**src/rtl/br_pkg.sv**
```systemverilog
// rtl/br_pkg.sv - shared state encoding and packet layout helpers for the bridge source controller
package br_pkg;

    typedef enum logic [1:0] {
        RUN   = 2'b00,
        DRAIN = 2'b01,
        SLEEP = 2'b11,
        WAKE  = 2'b10
    } br_state_e;

    // Request packet is {rd0_wr1, addr, wr_data}; response packet is {err, data}.
    function automatic int req_w(input int aw, input int dw);
        return aw + dw + 1;
    endfunction

    function automatic int rsp_w(input int dw);
        return dw + 1;
    endfunction

    function automatic int req_addr_lsb(input int dw);
        return dw;
    endfunction

    function automatic int req_type_bit(input int aw, input int dw);
        return aw + dw;
    endfunction

    function automatic int rsp_err_bit(input int dw);
        return dw;
    endfunction

endpackage

```
**src/rtl/src_bridge_ctrl_if.sv**
```systemverilog
// rtl/src_bridge_ctrl_if.sv - AHB-side request/response bus of the bridge source controller
interface src_bridge_ctrl_if #(
    parameter int ADDR_WIDTH = 32,
    parameter int DATA_WIDTH = 32
);
    logic                  rd0_wr1;
    logic [ADDR_WIDTH-1:0] addr;
    logic [DATA_WIDTH-1:0] wr_data;
    logic                  valid;
    logic                  ready;
    logic [DATA_WIDTH-1:0] rd_data;
    logic                  rd_err;
    logic                  rd_valid;

    modport master (
        output rd0_wr1, addr, wr_data, valid,
        input  ready, rd_data, rd_err, rd_valid
    );

    modport slave (
        input  rd0_wr1, addr, wr_data, valid,
        output ready, rd_data, rd_err, rd_valid
    );
endinterface

```
**src/rtl/br_outstanding_ctr.sv**
```systemverilog
// rtl/br_outstanding_ctr.sv - saturating up/down count of reads in flight with underflow flag
module br_outstanding_ctr #(
    parameter int  MAX_OUTSTANDING = 4,
    localparam int OUT_W           = $clog2(MAX_OUTSTANDING + 1)
) (
    input  logic             clk_i,
    input  logic             rst_ni,
    input  logic             inc_i,
    input  logic             dec_i,
    input  logic             clr_i,
    output logic [OUT_W-1:0] cnt_o,
    output logic             underflow_o
);
    logic [OUT_W-1:0] cnt_q;
    logic [OUT_W-1:0] cnt_d;

    always_comb begin
        cnt_d       = cnt_q;
        underflow_o = dec_i && !inc_i && (cnt_q == '0);
        if (clr_i) begin
            cnt_d = '0;
        end else if (inc_i && !dec_i) begin
            if (cnt_q != OUT_W'(MAX_OUTSTANDING)) cnt_d = cnt_q + 1'b1;
        end else if (dec_i && !inc_i) begin
            if (cnt_q != '0) cnt_d = cnt_q - 1'b1;
        end
    end

    always_ff @(posedge clk_i or negedge rst_ni) begin
        if (!rst_ni) cnt_q <= '0;
        else         cnt_q <= cnt_d;
    end

    assign cnt_o = cnt_q;

endmodule

```
**src/rtl/src_bridge_ctrl.sv**
```systemverilog
// rtl/src_bridge_ctrl.sv - source-domain bridge controller: request packing, read tracking, drain/sleep/wake
module src_bridge_ctrl
    import br_pkg::*;
#(
    parameter int  ADDR_WIDTH      = 32,
    parameter int  DATA_WIDTH      = 32,
    parameter int  MAX_OUTSTANDING = 4,
    parameter int  DRAIN_TIMEOUT   = 255,
    parameter int  WAKE_CYCLES     = 2,
    localparam int REQ_W           = req_w(ADDR_WIDTH, DATA_WIDTH),
    localparam int RSP_W           = rsp_w(DATA_WIDTH),
    localparam int OUT_W           = $clog2(MAX_OUTSTANDING + 1)
) (
    input  logic              i_clk_src,
    input  logic              i_rstn_src,
    input  logic              i_src_sleep_req,
    input  logic              sink_sleep_status,
    src_bridge_ctrl_if.slave  bus,
    input  logic              req_fifo_full,
    input  logic              req_fifo_empty,
    input  logic              rsp_fifo_empty,
    input  logic [RSP_W-1:0]  i_rsp_packet,
    output logic [REQ_W-1:0]  o_packet,
    output logic              req_fifo_wr_en,
    output logic              rsp_fifo_rd_en,
    output logic              o_src_sleep_ack,
    output logic              source_sleep_status,
    output logic              o_fifo_flush_n,
    output logic              o_drain_timeout,
    output logic              o_unexp_rsp
);
    localparam int DRAIN_W  = $clog2(DRAIN_TIMEOUT + 1);
    localparam int WAKE_W   = $clog2(WAKE_CYCLES + 1);
    localparam int ADDR_LSB = req_addr_lsb(DATA_WIDTH);
    localparam int TYPE_BIT = req_type_bit(ADDR_WIDTH, DATA_WIDTH);
    localparam int ERR_BIT  = rsp_err_bit(DATA_WIDTH);

    br_state_e            state_q, state_d;
    logic [DRAIN_W-1:0]   drain_cnt_q, drain_cnt_d;
    logic [WAKE_W-1:0]    wake_cnt_q, wake_cnt_d;
    logic                 rd_valid_q;
    logic [DATA_WIDTH-1:0] rd_data_q;
    logic                 rd_err_q;
    logic                 drain_to_q;
    logic                 unexp_q;

    logic                 ready_c;
    logic                 pop_c;
    logic                 timeout_c;
    logic                 rd_accept_c;
    logic                 underflow_c;
    logic [OUT_W-1:0]     out_cnt;

    br_outstanding_ctr #(
        .MAX_OUTSTANDING(MAX_OUTSTANDING)
    ) u_out_ctr (
        .clk_i       (i_clk_src),
        .rst_ni      (i_rstn_src),
        .inc_i       (rd_accept_c),
        .dec_i       (pop_c),
        .clr_i       (timeout_c),
        .cnt_o       (out_cnt),
        .underflow_o (underflow_c)
    );

    always_comb begin
        state_d     = state_q;
        drain_cnt_d = drain_cnt_q;
        wake_cnt_d  = wake_cnt_q;
        ready_c     = 1'b0;
        pop_c       = 1'b0;
        timeout_c   = 1'b0;
        case (state_q)
            RUN: begin
                ready_c = !req_fifo_full && (out_cnt < OUT_W'(MAX_OUTSTANDING));
                pop_c   = !rsp_fifo_empty;
                if (i_src_sleep_req || sink_sleep_status) begin
                    state_d     = DRAIN;
                    drain_cnt_d = '0;
                end
            end
            DRAIN: begin
                pop_c       = !rsp_fifo_empty;
                drain_cnt_d = drain_cnt_q + 1'b1;
                // A clean drain takes precedence over the timeout in the same cycle.
                if (req_fifo_empty && rsp_fifo_empty && (out_cnt == '0)) begin
                    state_d     = SLEEP;
                    drain_cnt_d = '0;
                end else if (drain_cnt_d == DRAIN_W'(DRAIN_TIMEOUT)) begin
                    state_d     = SLEEP;
                    timeout_c   = 1'b1;
                    drain_cnt_d = '0;
                end
            end
            SLEEP: begin
                if (!i_src_sleep_req && !sink_sleep_status) begin
                    state_d    = WAKE;
                    wake_cnt_d = '0;
                end
            end
            WAKE: begin
                if (wake_cnt_q == WAKE_W'(WAKE_CYCLES - 1)) begin
                    state_d    = RUN;
                    wake_cnt_d = '0;
                end else begin
                    wake_cnt_d = wake_cnt_q + 1'b1;
                end
            end
            default: state_d = RUN;
        endcase
    end

    assign rd_accept_c = bus.valid && ready_c && !bus.rd0_wr1;

    always_ff @(posedge i_clk_src or negedge i_rstn_src) begin
        if (!i_rstn_src) begin
            state_q     <= RUN;
            drain_cnt_q <= '0;
            wake_cnt_q  <= '0;
            rd_valid_q  <= 1'b0;
            rd_data_q   <= '0;
            rd_err_q    <= 1'b0;
            drain_to_q  <= 1'b0;
            unexp_q     <= 1'b0;
        end else begin
            state_q     <= state_d;
            drain_cnt_q <= drain_cnt_d;
            wake_cnt_q  <= wake_cnt_d;
            rd_valid_q  <= pop_c;
            drain_to_q  <= timeout_c;
            unexp_q     <= underflow_c;
            if (pop_c) begin
                rd_data_q <= i_rsp_packet[DATA_WIDTH-1:0];
                rd_err_q  <= i_rsp_packet[ERR_BIT];
            end
        end
    end

    always_comb begin
        o_packet                             = '0;
        o_packet[DATA_WIDTH-1:0]             = bus.wr_data;
        o_packet[ADDR_LSB +: ADDR_WIDTH]     = bus.addr;
        o_packet[TYPE_BIT]                   = bus.rd0_wr1;
    end

    assign bus.ready           = ready_c;
    assign bus.rd_data         = rd_data_q;
    assign bus.rd_err          = rd_err_q;
    assign bus.rd_valid        = rd_valid_q;
    assign req_fifo_wr_en      = bus.valid && ready_c;
    assign rsp_fifo_rd_en      = pop_c;
    assign source_sleep_status = (state_q == SLEEP);
    assign o_fifo_flush_n      = (state_q != SLEEP);
    assign o_src_sleep_ack     = (state_q == SLEEP) && i_src_sleep_req;
    assign o_drain_timeout     = drain_to_q;
    assign o_unexp_rsp         = unexp_q;

endmodule

```
**src/flat_wrapper.sv**
```systemverilog
// flat-port wrapper written by rule: the top's interface ports become plain ports
module src_bridge_ctrl_flat import br_pkg::*;
#(
    parameter int  ADDR_WIDTH      = 32,
    parameter int  DATA_WIDTH      = 32,
    parameter int  MAX_OUTSTANDING = 4,
    parameter int  DRAIN_TIMEOUT   = 255,
    parameter int  WAKE_CYCLES     = 2,
    localparam int REQ_W           = req_w(ADDR_WIDTH, DATA_WIDTH),
    localparam int RSP_W           = rsp_w(DATA_WIDTH),
    localparam int OUT_W           = $clog2(MAX_OUTSTANDING + 1)
)
  (i_clk_src, i_rstn_src, i_src_sleep_req, sink_sleep_status, req_fifo_full, req_fifo_empty, rsp_fifo_empty, i_rsp_packet, o_packet, req_fifo_wr_en, rsp_fifo_rd_en, o_src_sleep_ack, source_sleep_status, o_fifo_flush_n, o_drain_timeout, o_unexp_rsp, bus_rd0_wr1, bus_addr, bus_wr_data, bus_valid, bus_ready, bus_rd_data, bus_rd_err, bus_rd_valid);
  src_bridge_ctrl_if #(.ADDR_WIDTH(ADDR_WIDTH), .DATA_WIDTH(DATA_WIDTH)) bus_i ();
  input  logic i_clk_src;
  input  logic i_rstn_src;
  input  logic i_src_sleep_req;
  input  logic sink_sleep_status;
  input  logic req_fifo_full;
  input  logic req_fifo_empty;
  input  logic rsp_fifo_empty;
  input  logic [RSP_W-1:0] i_rsp_packet;
  output logic [REQ_W-1:0] o_packet;
  output logic req_fifo_wr_en;
  output logic rsp_fifo_rd_en;
  output logic o_src_sleep_ack;
  output logic source_sleep_status;
  output logic o_fifo_flush_n;
  output logic o_drain_timeout;
  output logic o_unexp_rsp;
  input wire logic [$bits(bus_i.rd0_wr1)-1:0] bus_rd0_wr1;
  input wire logic [$bits(bus_i.addr)-1:0] bus_addr;
  input wire logic [$bits(bus_i.wr_data)-1:0] bus_wr_data;
  input wire logic [$bits(bus_i.valid)-1:0] bus_valid;
  output wire logic [$bits(bus_i.ready)-1:0] bus_ready;
  output wire logic [$bits(bus_i.rd_data)-1:0] bus_rd_data;
  output wire logic [$bits(bus_i.rd_err)-1:0] bus_rd_err;
  output wire logic [$bits(bus_i.rd_valid)-1:0] bus_rd_valid;
  assign bus_i.rd0_wr1 = bus_rd0_wr1;
  assign bus_i.addr = bus_addr;
  assign bus_i.wr_data = bus_wr_data;
  assign bus_i.valid = bus_valid;
  assign bus_ready = bus_i.ready;
  assign bus_rd_data = bus_i.rd_data;
  assign bus_rd_err = bus_i.rd_err;
  assign bus_rd_valid = bus_i.rd_valid;
  src_bridge_ctrl #(.ADDR_WIDTH(ADDR_WIDTH), .DATA_WIDTH(DATA_WIDTH), .MAX_OUTSTANDING(MAX_OUTSTANDING), .DRAIN_TIMEOUT(DRAIN_TIMEOUT), .WAKE_CYCLES(WAKE_CYCLES)) u_core (.i_clk_src(i_clk_src), .i_rstn_src(i_rstn_src), .i_src_sleep_req(i_src_sleep_req), .sink_sleep_status(sink_sleep_status), .bus(bus_i), .req_fifo_full(req_fifo_full), .req_fifo_empty(req_fifo_empty), .rsp_fifo_empty(rsp_fifo_empty), .i_rsp_packet(i_rsp_packet), .o_packet(o_packet), .req_fifo_wr_en(req_fifo_wr_en), .rsp_fifo_rd_en(rsp_fifo_rd_en), .o_src_sleep_ack(o_src_sleep_ack), .source_sleep_status(source_sleep_status), .o_fifo_flush_n(o_fifo_flush_n), .o_drain_timeout(o_drain_timeout), .o_unexp_rsp(o_unexp_rsp));
endmodule
```
**config.mk**
```make
export PLATFORM = sky130hd
export DESIGN_NAME = src_bridge_ctrl_flat
export DESIGN_NICKNAME = d
export VERILOG_FILES = /design/src/rtl/br_pkg.sv /design/src/rtl/src_bridge_ctrl_if.sv /design/src/rtl/br_outstanding_ctr.sv /design/src/rtl/src_bridge_ctrl.sv /design/src/flat_wrapper.sv
export SDC_FILE = /design/constraint.sdc
export NUM_CORES = 1
export LEC_CHECK = 0
export CAP_MARGIN = 0
export CORE_MARGIN = 3
export CORE_UTILIZATION = 35
export CTS_CLUSTER_DIAMETER = 60
export CTS_CLUSTER_SIZE = 28
export DETAILED_ROUTE_END_ITERATION = 8
export HOLD_SLACK_MARGIN = 0.02
export PLACE_DENSITY = 0.86
export SLEW_MARGIN = 30
export SYNTH_ARGS = -nofsm -noshare
export SYNTH_HDL_FRONTEND = slang
export SYNTH_HIERARCHICAL = 1
export SYNTH_SLANG_ARGS = --single-unit
export TNS_END_PERCENT = 10
```
**constraint.sdc**
```tcl
create_clock -name i_clk_src -period 3.05 [get_ports i_clk_src]
set_input_delay 0.305 -clock i_clk_src [delete_from_list [all_inputs] [get_ports i_clk_src]]
set_output_delay 0.305 -clock i_clk_src [all_outputs]
set_load 0.02 [all_outputs]
```
# Word-level counts from Yosys, hierarchy flattened
# Cells that the tools add are included.
# classes
addsub	4
order_cmp	1
eq_ne	12
muxes	23
reduce_logical	30
# ops
cell	count
$mux 8	3
$pmux 8 s2	1
$mux 3	5
$mux 2	7
$logic_and 1x1->1	10
$reduce_bool 3->1	3
$add 8x1->8 const B	1
$eq 8x8->1 const B	1
$pmux 2 s4	1
$logic_not 1->1	7
$ne 2x1->1 const B	3
$ne 3x1->1 const B	2
$mux 1	5
$eq 2x1->1 const B	2
$eq 2x2->1 const B	2
$pmux 2 s2	1
$reduce_and 2->1	2
$reduce_and 4->1	1
$reduce_bool 2->1	2
$add 3x1->3 const B	1
$logic_not 3->1	1
$lt 3x3->1 const B	1
$ne 3x3->1 const B	1
$reduce_and 3->1	1
6 further kinds	6
# totals
reg_bits	51
in_bits	106

# Depth between registers and ports, before layout
# Gate-level depths: netlist (run 1).
# depth
ltp_word	10
mapped_depth	10
ltp_nobuf	9

# By module
# Netlist (run 1), hierarchy kept.
# by_module_without_submodules
module	instances	cells_per_inst	area_each_um2	seq_area_each_um2
src_bridge_ctrl	1	231	2593.7	1201.2
br_outstanding_ctr	1	32	276.5	75.1

# Least setup slack after synthesis (run 1)
# No wires, ideal clock.
# synth_path
kind	register to register
start	reg u_core.state_q[0]
end	reg u_core.u_out_ctr.cnt_q[2] (netlist: u_core/u_out_ctr/cnt_o[2])
arrival_time_ns	2.919
t_required_ns	2.918
setup_slack_ns	-0.001
stages_incl_launch_ff	11
path_cell_list	dfrtp_1 clkbuf_1 nor4_1 and2_1 nor2b_1 nor2b_1 xnor2_1 ha_1 or2b_1 o221ai_1 a31oi_1
# synth_between
elab_chain_cells	8
# synth_lines
item	line_no	rtl
from (decl)	src_bridge_ctrl.sv:38	br_state_e state_q, state_d;
from (signal assigned)	src_bridge_ctrl.sv:126	state_q <= state_d;
$logic_not 2->1 (*)	src_bridge_ctrl.sv:73	case (state_q)
$mux 1 (*)	src_bridge_ctrl.sv:73	
via bus_ready	flat_wrapper.sv:35	output wire logic [$bits(bus_i.ready)-1:0] bus_ready;
$logic_and 1x1->1 (*)	--	
via req_fifo_wr_en	flat_wrapper.sv:24	output logic req_fifo_wr_en;
$logic_and 1x1->1 (*)	src_bridge_ctrl.sv:113	assign rd_accept_c = bus.valid && ready_c && !bus.rd0_wr1;
via u_core.rd_accept_c	src_bridge_ctrl.sv:50	logic rd_accept_c;
$logic_not 1->1	br_outstanding_ctr.sv:24	end else if (dec_i && !inc_i) begin
$logic_and 1x1->1	br_outstanding_ctr.sv:24	
$reduce_bool 3->1 (no source line)	--	
$reduce_and 3->1 (no source line)	--	
to (signal assigned)	br_outstanding_ctr.sv:31	else cnt_q <= cnt_d;
to (decl)	br_outstanding_ctr.sv:14	logic [OUT_W-1:0] cnt_q;
# Mark *: on every way through the listed nets, which the timed path passes. The rest lies on a longest branch.
# A chain may end at the register's enable or synchronous reset.

# Final worst setup path (run 1)
# layout_path
start	reg u_core.state_q[1]
end	reg u_core.u_out_ctr.cnt_q[2] (netlist: u_core/u_out_ctr/cnt_o[2])
# layout_between
elab_chain_cells	8
# layout_lines
item	line_no
$logic_not 2->1 (*)	src_bridge_ctrl.sv:73
$mux 1 (*)	src_bridge_ctrl.sv:73
$logic_and 1x1->1 (*) (2 in a row)	src_bridge_ctrl.sv:113
via u_core.rd_accept_c	src_bridge_ctrl.sv:50
$logic_not 1->1	br_outstanding_ctr.sv:24
$logic_and 1x1->1	br_outstanding_ctr.sv:24
$reduce_bool 3->1 (no source line)	--
$reduce_and 3->1 (no source line)	--
# Marks and branches as above.

==> summary by stage, run 1 <==
Run status
The run finished with clean final reports.

Placed design
The HPWL after detailed placement is 4537 um. Once placement completed, the tool counted placed cells totaling 377. The count of port buffers added during placement is 84. Routability-driven placement finished with a final weighted congestion of 0.7887.

Timing
Headroom to the max-slew limit came out at 45.48%. The shortest period the worst path allows is 2.399 ns. The final-report max-slew violation count is 0. Derived from the worst setup path, the maximum achievable clock frequency is 0.4168 GHz. The clock skew is 0.007948 ns. Summed over all failing endpoints, the final setup total negative slack is 0 ns. At the pin with the least slew margin, the transition time is 0.8119 ns.

The number of setup violations in the final report is 0. The ratio of final minimum period to clock period is 78.67%. The number of hold-slack violations in the final timing report was 0. Setup repair after global routing left no endpoint under its margin.

Synthesis
In the synthesized netlist, the number of instances is 263. The most used flip-flop cell after synthesis is sky130_fd_sc_hd__dfrtp_1. Counting every net in the synthesized netlist gives 372. Sequential elements use 44.46% of the synthesized area. The mean area per synthesized cell is 10.91 um^2. The mapped cell area is 0.002870 mm^2. The unique cell type count in the Yosys netlist is 45. The yosys synthesis warning count is 6.

Synthesis inferred 51 register bits. Counting flops with an async set or reset pin after synthesis yields a share of 100.0%. Yosys mapped a number of flops with a built-in enable equal to 0.

Clocking
TritonCTS built the clock tree. In this run, CTS created clock tree buffers numbering 5. The count of cells resized by post-cts repair is 0. The clock latency reported for the late side of the worst-skew pair is 0.29 ns. Counting every sink on the clock net gives 51. The buffer count from post-CTS setup fixing is 0. CTS placed an instance of sky130_fd_sc_hd__clkbuf_8 at the clock tree root.

Clock-pin slew was measured on the worst setup and hold paths at 0.09 ns. The depth of the CTS H-tree is 2. The number of hold buffers added after CTS was 0. The deepest clock path buffer count is 2.

Route
The detailed-route wire length is 6065 um. The via-per-instance ratio is 4.969. Across all layers, the routed design uses 1,913 vias. The routed length per instance is 15.75 um. The post-detailed-route count of antenna-violating nets is 0.

In this run, the number of DRC markers left after iteration 0 of detailed routing was 96. Before antenna repair, the detailed router went through 4 iterations. For this run, design rule violations remaining after detail routing come to 0.

Layout
After filler insertion, the fill cell instance count of the layout stands at 755. The finished layout holds 385 standard cells, fillers aside. Summing all multi-input logic gate instances after layout gives 0.001041 mm^2. The flip-flop and latch area is 0.001276 mm^2. The post-route netlist has 20.14% of its cells at a drive strength greater than 1. The number of diodes is 0.

Compared with the post-synthesis result, the final layout area differs by 19.92%. The net count reported at finish is 391. In the layout the commonest cells are 83 x sky130_fd_sc_hd__clkdlybuf4s50_1, 51 x sky130_fd_sc_hd__dfrtp_1, 34 x sky130_fd_sc_hd__mux2_2, 13 x sky130_fd_sc_hd__nand2_1, 9 x sky130_fd_sc_hd__nor2_1. The commonest non-fill, non-tap cell in the layout is sky130_fd_sc_hd__clkdlybuf4s50_1.

Power
The analysis attributes to cell leakage a power of 1.384 nW. The areal power density over the cells is 950.9 mW/mm^2. Across the VDD grid, the largest voltage drop is 0.0002459 V. The completed layout was analyzed and its total power is 3.273 mW.

Worst setup path
The cell class contributing the biggest share of worst-path delay is simple AND/OR/NAND/NOR gates. Data on the critical path is required at its endpoint by 3.23 ns. By instance count, the cell type seen most on the critical path is sky130_fd_sc_hd__nor2b_1. The data arrival at the endpoint of the critical path is 2.58 ns. The worst setup path is captured at a flip-flop.

Counting both buffers and inverters, the worst setup path holds a total of 1. Along the worst path, the maximum fanout reaches 13. The worst setup path is launched from a flip-flop.

The worst flop-to-flop path endpoint is u_core/u_out_ctr/cnt_o[2]. The type of the worst setup path is reg2reg. The critical path's slowest cell is sky130_fd_sc_hd__dfrtp_1. The critical path crosses 10 cells after its start point.

Walking the worst path, the cells encountered are nor4_2 -> and2_1 -> nor2b_1 -> buf_4 -> nor2b_1 -> xnor2_1 -> ha_1 -> or2b_1 -> o221ai_1 -> a31oi_1. For flop-to-flop paths, the worst setup slack is 0.65 ns. The startpoint identified for the worst register-to-register timing path is u_core/state_q[1]. The depth of the most critical reg-to-reg path is 10. The largest stage delay on the critical path is 0.54 ns.

Floorplanning
The die outline height is 96.56 um. The die is 96.56 um wide. Once the floorplan was initialized, standard cells occupied 36.58% of the core.

The region available for standard cell placement spans 0.007848 mm^2. The die outline area is 0.009323 mm^2. The floorplan has 32 rows. The number of top-level design ports is 213.

Global route
The via count of the first global-routing pass is 1,959. Entering global routing, the biggest net connects 52 pins. The final global-route overflow total is 0. The number of antenna violations at the first check in global routing was 0. Global routing consumed, over all layers together, 13.23% of the routing resources. The global-route wire length before repair is 9632 um.

Job
The number of max-capacitance violations reported is 0.

Worst hold path
In this run the worst hold path is classified as in2async.
## kinds of logic (layout without fill, tap and decap cells)
group                    after synthesis  count (layout)  share of synthesized area (%)
AND/OR/NAND/NOR                       50              50                          9.417
multiplexers                          34              34                          13.34
flip-flops                            51              51                          44.46
XOR/XNOR                               5               5                          1.526
buffers and inverters                 81             101                          19.75
AO/OA/AOI/OAI                         39              39                          10.20
adder cells (fa/ha/maj)                3               3                          1.308
## state kept, by name, summed over array words and instances (netlist names)
register                cells
u_core/bus.rd_data         32
u_core/drain_cnt_q          8
u_core/u_out_ctr/cnt_o      3
u_core/state_q              2
u_core/wake_cnt_q           2
u_core/bus.rd_err           1
u_core/bus.rd_valid         1
u_core/o_drain_timeout      1
u_core/o_unexp_rsp          1
## cell type report
type,instances,area share (%)
Clock buffer,6,2.399
Clock inverter,2,1.018
Inverter,7,0.7634
Multi-Input combinational cell,131,30.24
Sequential cell,51,37.08
Tap cell,102,3.708
Timing Repair Buffer,86,24.79
## metrics by stage
stage	utilization, %	setup slack [ns]	instance area (um^2)	hold slack (ns)
global route	43.86	0.4692	3442	0.06178
CTS	43.86	0.6254	3442	0.04955
global placement	42.33	0.6897	3322	0.4880
floorplan	-	0.2518	2877	0.009409
detailed placement	42.36	0.5593	3324	0.3716
finish	43.86	0.6506	3442	0.02397
## worst max-delay path by stage
stage	from	endpoint	slack, ns
floorplan	u_core/state_q[0]	u_core/u_out_ctr/cnt_o[2]	0.25
global placement	req_fifo_full	u_core/u_out_ctr/cnt_o[2]	0.69
detailed placement	req_fifo_full	u_core/u_out_ctr/cnt_o[2]	0.56
CTS	u_core/state_q[1]	u_core/u_out_ctr/cnt_o[2]	0.63
global route	u_core/state_q[1]	u_core/u_out_ctr/cnt_o[2]	0.47
finish	u_core/state_q[1]	u_core/u_out_ctr/cnt_o[2]	0.65
## power breakdown
part | total (mW) | internal (mW) | switching, mW | leakage [nW]
combinational | 1.59 | 0.821 | 0.769 | 0.709
sequential | 1.21 | 0.959 | 0.247 | 0.614
clock | 0.478 | 0.266 | 0.212 | 0.0612
total | 3.27 | 2.05 | 1.23 | 1.38
## per-layer routing
layer	part of all wire (%)	GRT usage (%)	vias to the layer above
met4	3.3	6.308	0
met3	8.1	2.943	36
li1	-	-	881
met2	51	23.97	92
met5	0	0	-
met1	37	14.58	904
## synthesized netlist by cell type (3+ instances only)
| cell | n | area share [%] |
|---|---|---|
| sky130_fd_sc_hd__and2_1 | 3 | 0.65 |
| sky130_fd_sc_hd__nor3_1 | 4 | 0.70 |
| sky130_fd_sc_hd__ha_1 | 3 | 1.3 |
| sky130_fd_sc_hd__nor2b_1 | 3 | 0.65 |
| sky130_fd_sc_hd__clkbuf_1 | 3 | 0.39 |
| sky130_fd_sc_hd__a31oi_1 | 5 | 1.1 |
| sky130_fd_sc_hd__xnor2_1 | 4 | 1.2 |
| sky130_fd_sc_hd__a22oi_1 | 3 | 0.78 |
| sky130_fd_sc_hd__inv_1 | 7 | 0.92 |
| sky130_fd_sc_hd__mux2_2 | 34 | 13 |
| sky130_fd_sc_hd__o21ai_0 | 5 | 0.87 |
| sky130_fd_sc_hd__o211ai_1 | 6 | 1.6 |
| sky130_fd_sc_hd__o21ai_1 | 4 | 0.70 |
| sky130_fd_sc_hd__nor2_1 | 10 | 1.3 |
| sky130_fd_sc_hd__a21oi_1 | 4 | 0.70 |
| sky130_fd_sc_hd__buf_4 | 65 | 17 |
| sky130_fd_sc_hd__nand2_1 | 13 | 1.7 |
| sky130_fd_sc_hd__buf_2 | 3 | 0.52 |
| sky130_fd_sc_hd__dfrtp_1 | 51 | 44 |
Power figures use the tool's default switching activity.
==> run 2: changes to the inputs <==
Settings changed: CORE_UTILIZATION 35 to 31, PLACE_DENSITY 0.86 to 0.81.
Clock period 3.05 ns to 1.95 ns, I/O delays scaled along.
==> run 2 against run 1 <==
Compared with the run above:
- worst hold slack better by 0.35 ns
- fmax up 18%
- register-to-register slack worse by 0.74 ns
- clock-buffer cell count up 1
- core utilization down 3.3 points
- sequential share of layout area down 1.5 points
- clock skew up 0.0071 ns
- global-route usage down 1.7 points
- design area up 4.4%
- sequential power up 49%
- the run now ends with setup timing left
- final cell count up 5.7%
==> summary by stage, run 2 (same netlist as run 1, synthesis figures left out) <==
Run status
The run finished, with violations left. The final reports fail on setup timing.

Route
The DRC violations left is 0 (unchanged). The post-detailed-route count of antenna-violating nets came to 0 (unchanged). The routed length per instance came to 14.62 um (-7.2%). The number of detailed-route iterations in the first pass is 4 (unchanged).

The via-per-instance ratio is 4.737 (-4.7%). The total vias in the final route is 1,928 (+0.78%). The detailed-route wire length is 5951 um (-1.9%). The starting DRC count in detailed routing is 145 (+51%).

Global route
The number of antenna violations at the first check in global routing came to 0 (unchanged). The global-route wire length before repair came to 9653 um (+0.22%). The via count of the first global-routing pass is 1,995 (+1.8%). The final global-route overflow total came to 0 (unchanged). The maximum number of pins on one net before global-route repair is 35 (-33%). The all-layer global routing usage is 11.54% (-1.7 points).

Layout
The utilization of the core after routing is 40.61% (-3.3 points). The flip-flop count of the largest register, all copies and words added is 32 (unchanged). Compared with the post-synthesis result, the final layout area differs by 25.20%.

The post-layout instance count excluding filler cells is 407 (+5.7%). The net count reported at finish is 407 (+4.1%). Leaving out fill and tap cells, the most frequent cells in the layout are 79 x sky130_fd_sc_hd__clkdlybuf4s50_1, 50 x sky130_fd_sc_hd__dfrtp_1, 34 x sky130_fd_sc_hd__mux2_2, 19 x sky130_fd_sc_hd__buf_4, 13 x sky130_fd_sc_hd__nand2_1. The number of diodes came to 0 (unchanged). The ratio of cells with drive above 1 in the final layout was 27.42% (+7.3 points). The library cell used most frequently in the layout, excluding fill and tap cells, is sky130_fd_sc_hd__clkdlybuf4s50_1.

Timing
The relative slew slack is 69.47% (+24 points). The number of hold-slack violations in the final timing report came to 0 (unchanged). The post-layout worst setup margin came to -0.08705 ns (-0.7377 ns). The hold slack is 0.3702 ns (+0.3462 ns). The maximum clock frequency is 0.4909 GHz (+18%). Setup repair after global routing could not meet its margin everywhere. The ratio of final minimum period to clock period is 104.5% (+26 points).

The number of setup violations in the final report is 1 (+1). The actual slew at the worst max-slew pin is 0.4580 ns (-0.3539 ns). The final-report max-slew violation count is 0 (unchanged). The shortest period the worst path allows is 2.037 ns (-0.3623 ns). The clock skew came to 0.01509 ns (+0.007145 ns).

Worst setup path
The sum of buffers and inverters on the critical path is 0 (-1). Broken down by cell family, the worst path's largest delay share belongs to simple AND/OR/NAND/NOR gates. The maximum fanout along the worst path came to 4 (-9). The critical path's slowest cell is sky130_fd_sc_hd__dfrtp_1. The nature of the critical path startpoint is a flip-flop. The largest stage delay on the critical path was 0.42 ns (-0.12 ns). In this design, the critical path's most frequently occurring cell is sky130_fd_sc_hd__nor2b_4. The data arrival at the endpoint of the critical path was 2.22 ns (-0.36 ns). The critical path data required time is 2.13 ns (-1.10 ns). The type of the worst setup path is reg2reg. The signal on the critical path passes through nor4_4 -> and2_4 -> nor2b_4 -> nor2b_4 -> xnor2_1 -> ha_2 -> or2b_1 -> o221ai_2 -> a31oi_1.

STA classifies the critical path endpoint as a flip-flop.

Clocking
The number of CTS-inserted buffers was 5 (unchanged). The number of sinks driven by the clock tree was 51 (unchanged). The clock edge transition at the registers on the reported setup and hold paths is 0.09 ns (about the same).

The depth of the CTS H-tree is 2 (unchanged). The deepest clock path buffer count is 2 (unchanged). CTS placed an instance of sky130_fd_sc_hd__clkbuf_8 at the clock tree root.

The CTS tree is built. The clock latency reported for the late side of the worst-skew pair was 0.29 ns (about the same).

Power
The areal power density over the cells is 1436 mW/mm^2 (+51%). The worst-case vdd ir drop is 0.0004657 V (+89%). The leakage power is 1.473 nW (+6.4%).

Placed design
The count of placed standard cells including taps is 396 (+5.0%). The final weighted congestion in routability-driven placement is 0.8757 (+11%). The count of port buffers added during placement was 84 (unchanged). The HPWL after detailed placement is 4616 um (+1.7%).

Floorplanning
The die outline area came to 0.01045 mm^2 (+12%). The core area is 0.008848 mm^2 (+13%). The die outline height came to 102.2 um (+5.9%). The number of top-level design ports is 213 (unchanged). The initial cell density of the core came to 32.44% (-4.1 points). The standard-cell row count is 34 (+6.3%). The overall die width was 102.2 um (+5.9%).

Job
The number of max-capacitance violations reported was 0 (unchanged).

Worst hold path
The min-delay analysis places its worst path in the category in2async.
==> run 2: through the flow <==
stage | power, mW | instance area (um^2) | setup WS [ns] | setup TNS [ns]
finish | 5.159 | 3593 | -0.08705 | -0.08705
global route | 5.533 | 3593 | -0.1752 | -0.1772
CTS | 5.199 | 3557 | -0.1319 | -0.1319
detailed placement | 4.569 | 3457 | -0.3228 | -0.5226
global placement | 4.455 | 3457 | -0.2481 | -0.3861
floorplan | 3.536 | 2907 | -0.3542 | -0.5879
==> run 2: repair_timing <==
action                                 CTS  global route
endpoints found under the hold margin   19             0
resized for setup                        3             6
hold buffers                             1             0
pin swaps                                0             4
setup buffers                            0             2
gates cloned                             0             0
setup endpoints to repair                4            11
==> run 2: worst reg2reg max path: stages (launching register included) <==
cell and delay (ns):
sky130_fd_sc_hd__dfrtp_1 0.42, sky130_fd_sc_hd__nor4_4 0.30, sky130_fd_sc_hd__and2_4 0.18, sky130_fd_sc_hd__nor2b_4 0.13, sky130_fd_sc_hd__nor2b_4 0.14, sky130_fd_sc_hd__xnor2_1 0.08, sky130_fd_sc_hd__ha_2 0.21, sky130_fd_sc_hd__or2b_1 0.23
sky130_fd_sc_hd__o221ai_2 0.14, sky130_fd_sc_hd__a31oi_1 0.10
==> run 2: cell type report <==
class / count / area (um^2)
clock buffer: 7 / 86.33
inverter: 7 / 26.28
sequential: 51 / 1277
timing repair buffer: 102 / 969.7
multi-input combinational: 131 / 1090
tap: 108 / 135.1
fill: 866 / 5255
clock inverter: 1 / 8.758
==> run 2: power breakdown <==
| group | total [mW] | internal, mW | leakage (nW) | switching, mW |
|---|---|---|---|---|
| combinational | 2.73 | 1.40 | 0.812 | 1.33 |
| clock | 0.622 | 0.291 | 0.0484 | 0.331 |
| sequential | 1.80 | 1.50 | 0.613 | 0.299 |
| total | 5.16 | 3.19 | 1.47 | 1.96 |
==> run 2: routing by layer <==
layer / track usage, % / part of all wire [%] / up-vias
met2: 20.84 / 53 / 82
li1: - / - / 911
met4: 4.440 / 1.7 / 0
met1: 13.31 / 38 / 917
met3: 2.457 / 7.1 / 18
met5: 0 / 0 / -
==> run 2: worst paths after layout <==
path / startpoint / endpoint / slack (ns) / cells past startpoint
min in group i_clk_src: bus_wr_data[20] / o_packet[20] / 0.39 / 0
worst min-delay path: i_rstn_src / u_core/bus.rd_data[7] / 0.37 / 2
worst max register to register: u_core/state_q[0] / u_core/u_out_ctr/cnt_o[2] / -0.09 / 9
worst min register to register: u_core/bus.rd_data[25] / u_core/bus.rd_data[25] / 0.51 / 1
worst max-delay path: u_core/state_q[0] / u_core/u_out_ctr/cnt_o[2] / -0.09 / 9
max in group asynchronous: i_rstn_src / u_core/u_out_ctr/cnt_o[2] / 0.97 / 3
